===== config.mk =====
export PLATFORM = sky130hd
export DESIGN_NAME = image_stage_sequencer
export DESIGN_NICKNAME = d
export VERILOG_FILES = /design/src/rtl/image_stage_sequencer.sv
export SDC_FILE = /design/constraint.sdc
export NUM_CORES = 1
export LEC_CHECK = 0
export CAP_MARGIN = 20
export CORE_UTILIZATION = 33
export DETAILED_ROUTE_END_ITERATION = 7
export PLACE_DENSITY = 0.77
export RECOVER_POWER = 25
export SETUP_SLACK_MARGIN = 0.1
export SYNTH_ARGS = -nofsm -noshare
export SYNTH_HDL_FRONTEND = slang
export SYNTH_SLANG_ARGS = --single-unit

===== constraint.sdc =====
create_clock -name clk -period 2.3 [get_ports clk]
set_clock_uncertainty 0.1 [all_clocks]
set_input_delay 0.575 -clock clk [delete_from_list [all_inputs] [get_ports clk]]
set_output_delay 0.575 -clock clk [all_outputs]
set_load 0.05 [all_outputs]

===== src/rtl/image_stage_sequencer.sv =====
// Run controller: starts grayscale, AMBTC compress and base-3 encode engines in order and
// routes the single image port to the active engine. Define SEQ_WATCHDOG_EN for the per-stage timeout.
module image_stage_sequencer #(
  parameter int ADDR_W  = 6,
  parameter int PIX_W   = 24,
  parameter int CNT_W   = 16,
  parameter int TIMEOUT = 20000
) (
  input  logic                  clk,
  input  logic                  rst_n,
  input  logic                  start,
  input  logic                  abort,
  output logic [2:0]            eng_start,
  input  logic [2:0]            eng_done,
  input  logic [3*ADDR_W-1:0]   eng_row,
  input  logic [3*ADDR_W-1:0]   eng_col,
  input  logic [2:0]            eng_we,
  input  logic [3*PIX_W-1:0]    eng_pix,
  output logic [ADDR_W-1:0]     row,
  output logic [ADDR_W-1:0]     col,
  output logic                  out_we,
  output logic [PIX_W-1:0]      out_pix,
  output logic [1:0]            stage,
  output logic                  busy,
  output logic                  done,
  output logic                  error,
  output logic [CNT_W-1:0]      cycle_cnt
);

  // Stage states are encoded so that state[1:0] equals the reported stage number.
  localparam logic [2:0] S_IDLE = 3'd0;
  localparam logic [2:0] S_GRAY = 3'd1;
  localparam logic [2:0] S_COMP = 3'd2;
  localparam logic [2:0] S_ENC  = 3'd3;
  localparam logic [2:0] S_FIN  = 3'd4;
  localparam logic [2:0] S_ERR  = 3'd5;

  if (TIMEOUT < 2) begin : g_timeout_check
    $error("image_stage_sequencer: TIMEOUT must be at least 2");
  end

  logic [2:0]        state_reg, state_next;
  logic [2:0]        eng_start_reg, eng_start_next;
  logic [CNT_W-1:0]  cnt_reg, cnt_next, cnt_inc;
  logic [CNT_W-1:0]  cycle_cnt_reg, cycle_cnt_next;
  logic              in_stage;
  logic              done_sel;
  logic              done_hit;

  logic [ADDR_W-1:0] row_arr [3];
  logic [ADDR_W-1:0] col_arr [3];
  logic [PIX_W-1:0]  pix_arr [3];

  for (genvar gi = 0; gi < 3; gi++) begin : g_slice
    assign row_arr[gi] = eng_row[gi*ADDR_W +: ADDR_W];
    assign col_arr[gi] = eng_col[gi*ADDR_W +: ADDR_W];
    assign pix_arr[gi] = eng_pix[gi*PIX_W +: PIX_W];
  end

  assign in_stage = (state_reg == S_GRAY) || (state_reg == S_COMP) || (state_reg == S_ENC);
  assign cnt_inc  = (cnt_reg == {CNT_W{1'b1}}) ? cnt_reg : cnt_reg + 1'b1;

  always_comb begin
    done_sel = 1'b0;
    case (state_reg)
      S_GRAY:  done_sel = eng_done[0];
      S_COMP:  done_sel = eng_done[1];
      S_ENC:   done_sel = eng_done[2];
      default: done_sel = 1'b0;
    endcase
  end

  // The entry cycle is the one carrying the start pulse; a done seen then is stale.
  assign done_hit = in_stage && (eng_start_reg == 3'b000) && done_sel;

`ifdef SEQ_WATCHDOG_EN
  localparam logic [CNT_W-1:0] WD_LAST = CNT_W'(TIMEOUT - 1);
  logic error_reg, error_next;
`endif

  always_comb begin
    state_next     = state_reg;
    cycle_cnt_next = cycle_cnt_reg;
`ifdef SEQ_WATCHDOG_EN
    error_next     = error_reg;
`endif
    case (state_reg)
      S_IDLE: begin
        if (start) state_next = S_GRAY;
      end
      S_GRAY, S_COMP, S_ENC: begin
        if (abort) begin
          state_next = S_IDLE;
        end else if (done_hit) begin
          state_next     = (state_reg == S_ENC) ? S_FIN : state_reg + 3'd1;
          cycle_cnt_next = cnt_inc;
        end
`ifdef SEQ_WATCHDOG_EN
        else if (cnt_reg == WD_LAST) begin
          state_next = S_ERR;
          error_next = 1'b1;
        end
`endif
      end
      S_FIN: begin
        state_next = S_IDLE;
      end
      S_ERR: begin
        if (start) begin
          state_next = S_GRAY;
`ifdef SEQ_WATCHDOG_EN
          error_next = 1'b0;
`endif
        end
      end
      default: state_next = S_IDLE;
    endcase
  end

  always_comb begin
    eng_start_next = 3'b000;
    if (state_next != state_reg) begin
      case (state_next)
        S_GRAY:  eng_start_next = 3'b001;
        S_COMP:  eng_start_next = 3'b010;
        S_ENC:   eng_start_next = 3'b100;
        default: eng_start_next = 3'b000;
      endcase
    end
  end

  // Counter reads 0 on the entry cycle, so the stored count is cnt+1 on the done cycle.
  always_comb begin
    if (state_next != state_reg) cnt_next = '0;
    else if (in_stage)           cnt_next = cnt_inc;
    else                         cnt_next = cnt_reg;
  end

  always_ff @(posedge clk or negedge rst_n) begin
    if (!rst_n) begin
      state_reg     <= S_IDLE;
      eng_start_reg <= 3'b000;
      cnt_reg       <= '0;
      cycle_cnt_reg <= '0;
    end else begin
      state_reg     <= state_next;
      eng_start_reg <= eng_start_next;
      cnt_reg       <= cnt_next;
      cycle_cnt_reg <= cycle_cnt_next;
    end
  end

`ifdef SEQ_WATCHDOG_EN
  always_ff @(posedge clk or negedge rst_n) begin
    if (!rst_n) error_reg <= 1'b0;
    else        error_reg <= error_next;
  end
  assign error = error_reg;
`else
  assign error = 1'b0;
`endif

  always_comb begin
    row     = '0;
    col     = '0;
    out_we  = 1'b0;
    out_pix = '0;
    case (state_reg)
      S_GRAY: begin
        row = row_arr[0]; col = col_arr[0]; out_we = eng_we[0]; out_pix = pix_arr[0];
      end
      S_COMP: begin
        row = row_arr[1]; col = col_arr[1]; out_we = eng_we[1]; out_pix = pix_arr[1];
      end
      S_ENC: begin
        row = row_arr[2]; col = col_arr[2]; out_we = eng_we[2]; out_pix = pix_arr[2];
      end
      default: ;
    endcase
  end

  assign eng_start = eng_start_reg;
  assign busy      = in_stage;
  assign done      = (state_reg == S_FIN);
  assign stage     = in_stage ? state_reg[1:0] : 2'd0;
  assign cycle_cnt = cycle_cnt_reg;

endmodule


==> results of run 1 <==
## what timing repair did
action	in CTS	in global routing
setup buffers	5	8
gates cloned	4	3
resized for setup	19	60
endpoints found under the setup margin	63	79
pin swaps	18	41
## logic make-up after synthesis
logic type / Yosys count
AO/OA/AOI/OAI: 84
flip-flops: 38
other: 1
adder cells (fa/ha/maj): 6
XOR/XNOR: 18
buffers and inverters: 68
multiplexers: 6
AND/OR/NAND/NOR: 109
## critical path, delay by kind of cell, from the launching register on
kind / cells / cell delay (ps)
adders and majority gates: 1 / 210
AOI/OAI and AO/OA: 1 / 370
DFF: 1 / 430
and+or+nand+nor: 1 / 190
buffers and inverters: 4 / 500
## worst paths after layout
check                                to  slack (ps)
max                         out_pix[11]        -360
min                        cycle_cnt[5]         390
max reg2reg                  cnt_reg[1]        -340
min reg2reg                cycle_cnt[5]         390
max in group asynchronous  eng_start[1]         600
min in group asynchronous    cnt_reg[9]         850
## cells in the final DEF (no fill, tap or decap), drive strengths merged, types with 4 or more instances in the layout
cell	count
and3	6
nand2	29
xnor2	12
xor2	6
nand3	8
ha	6
a222oi	37
and2	5
a21oi	6
buf	96
nand4	5
mux2i	4
clkbuf	12
nand2b	4
dfrtp	38
clkdlybuf4s50	135
o21ai	24
inv	45
nor2	30
## area by class of cell
class,count,area (sq um),share of cell area
clock buffer,7,86.33,0.01446
clock inverter,1,5.005,0.0008380
inverter,45,168.9,0.02828
multi-input combinational,225,1821,0.3048
sequential,38,957.2,0.1603
tap,105,131.4,0.02200
timing repair buffer,237,2803,0.4693
## power groups by stage
| stage | registers [uW] | logic (uW) | clock network, uW |
|---|---|---|---|
| after floorplan | 1060 | 2450 | 0 |
| after global placement | 845 | 5110 | 0 |
| after detailed placement | 850 | 5150 | 0 |
| after CTS | 838 | 5400 | 466 |
| after global routing | 859 | 6290 | 504 |
| final | 851 | 6030 | 467 |
## metal layers
metal,global-route usage,vias to the layer above,wire length (um)
li1,-,1652,-
met1,0.3154,1773,4798
met2,0.4436,182,6473
met3,0.06098,28,1074
met4,0.08718,0,354
met5,0,-,0
## per-stage QoR
step                TNS, ps  setup WS (ps)  instances  power (uW)    util
floorplan            -50.55         -16.85        330        3511       -
global placement      -5956         -334.4        632        5954  0.6593
detailed placement    -7032         -390.7        632        5999  0.6593
CTS                  -16270         -370.4        649        6706  0.6887
global route         -25720         -436.9        658        7652  0.7305
finish               -19110         -360.0        658        7351  0.7305
==> out/qor.csv, run 1 <==
stage;metric;value;unit
clock_tree;CTS tree;built;
final_layout;Filler cells;563;
synth;net count after synthesis;454;
synth;Async S/R FF share, synth;1.000;
status;violated checks;negative setup slack;
worst_setup_path;Crit Path Category;reg -> out;
sta;Final min period;2660;ps
die;DIE WIDTH;93.58;um
final_layout;area grow syn2layout;115.8;%
synth;main combinational cell family by area after synthesis;compound AO/OA/AOI/OAI gates;
pwr;Reg power frac;0.116;
die;core area;8175;sq um
sta;Fmax achieved;375.9;MHz
synth;Post-Synth XOR/XNOR Area;0.05696;
global_route;vias in the first global route;3275;
synth;largest area contributor in the netlist;dfrtp_1;
pwr;combinational cell fraction of total power;0.821;
synth;Synth Area in Simple Gates;0.2021;
sta;final hold vios;0;
worst_setup_path;worst-path cell chain;inv_2 > ha_2 > nor2b_2 > buf_12 > a222oi_1 > inv_2 > buf_12;
pwr;Cell Int Power;3760;uW
routing;total number of vias;3635;
final_layout;# nets final;676;
synth;FF+latch count, synth;38;
run;Max Cap Viol;0;
pwr;Worst VDD drop;0.0007580;V
placed_design;GPL Wtd Cong;0.8940;
sta;Slew Limit Fails;0;
synth;mean area per synthesized cell;8.387;sq um
synth;count leader, synth;inv_1;
sta;worst setup margin;-360.0;ps
synth;sequential cell area fraction in the yosys report;0.3436;
clock_tree;worst skew pair latency;290;ps
pwr;switching share of power;0.4885;
hold_path;worst hold path class;reg -> reg;
sta;crit share post-route;1.157;
worst_setup_path;reg2reg path depth;11;
sta;Final Setup Violations;73;
sta;WHS;391.5;ps
pwr;Pwr Density;1231;nW/um^2
clock_tree;clock tree buffer depth;2;
worst_setup_path;required time at the worst-slack endpoint;1620;ps
clock_tree;CTS Hold Bufs;0;
synth;ranking of synthesized cells by area;dfrtp_1 (34%), a222oi_1 (13%), inv_1 (6.0%);
global_route;Total GRT Usage;0.2580;
clock_tree;clock root cell;clkbuf_8;
placed_design;PortBufs;177;
clock_tree;clock-pin slew on the worst setup and hold paths;70;ps
worst_setup_path;startpoint types;flop;
synth;post-synth design cell area;2768;sq um
routing;Initial DRT Pass Iterations;7;
synth;Yosys cell types;53;
global_route;largest net degree at the start of global routing;39;
die;Die Span Y;93.58;um
worst_setup_path;CP peak stage delay;430;ps
sta;Worst-Margin Slew;945.7;ps
synth;Top FF cell, synth;dfrtp_1;
pwr;clock power share;0.063;
synth;list of most frequent post-synthesis cells;inv_1 (44), dfrtp_1 (38), a222oi_1 (37);
routing;Final Routed Wirelength;12700;um
status;status;finished, violations left;
routing;drt via density;5.524;
sta;relative slew slack;0.3695;
die;die footprint;8757;sq um
worst_setup_path;CP Max Fanout;24;
synth;post-synthesis mux area share;0.02260;
die;Initial Util;0.3385;
hold_path;Hold Crit Depth;2;
global_route;total gr overflow;0;
synth;cell count after synthesis;330;
synth;Synth top area share;0.3436;
sta;RSZ-0062 raised after global routing;true;
routing;wire per inst;19.30;um
routing;remaining antenna violation count;0;
clock_tree;htree depth;2;
die;FP Rows;33;
clock_tree;Inserted Clock Buffers;5;
pwr;Net Sw Power;3591;uW
global_route;initial antenna violation count;0;
synth;EDFF count, synth;0;
worst_setup_path;Critical Path AT;1980;ps
synth;Adder-Cell Fraction of Synth Area;0.02712;
worst_setup_path;CP max stage cell;dfrtp_2;
routing;Starting DRT DRC Count;324;
worst_setup_path;CP endpoint kind;output pin;
placed_design;DP HPWL;8714;um
placed_design;Area after DPL;5390;sq um
worst_setup_path;FF-to-FF Start;state_reg[0];
worst_setup_path;Worst Setup SP;state_reg[0];
clock_tree;clock sink count;38;
hold_path;hold_sp;cycle_cnt[5];
routing;drt drc;0;
final_layout;design area;5972;sq um
final_layout;n_diodes;0;
synth;Synth Area in Compound Gates;0.2464;
global_route;first-pass GRT wire length;17350;um
synth;Ys Warns;0;
final_layout;fraction of layout cells with a size suffix above 1;0.3653;
die;IO Pins;179;
pwr;static leakage;0.002552;uW
No activity file was read; power rests on OpenSTA's default activity.
==> run 2, diff against run 1 <==
Settings changed: ABC_CLOCK_PERIOD_IN_PS from default to 2300.
==> results of run 2 <==
The final DEF is identical to that of run 1; final timing and power are the same.
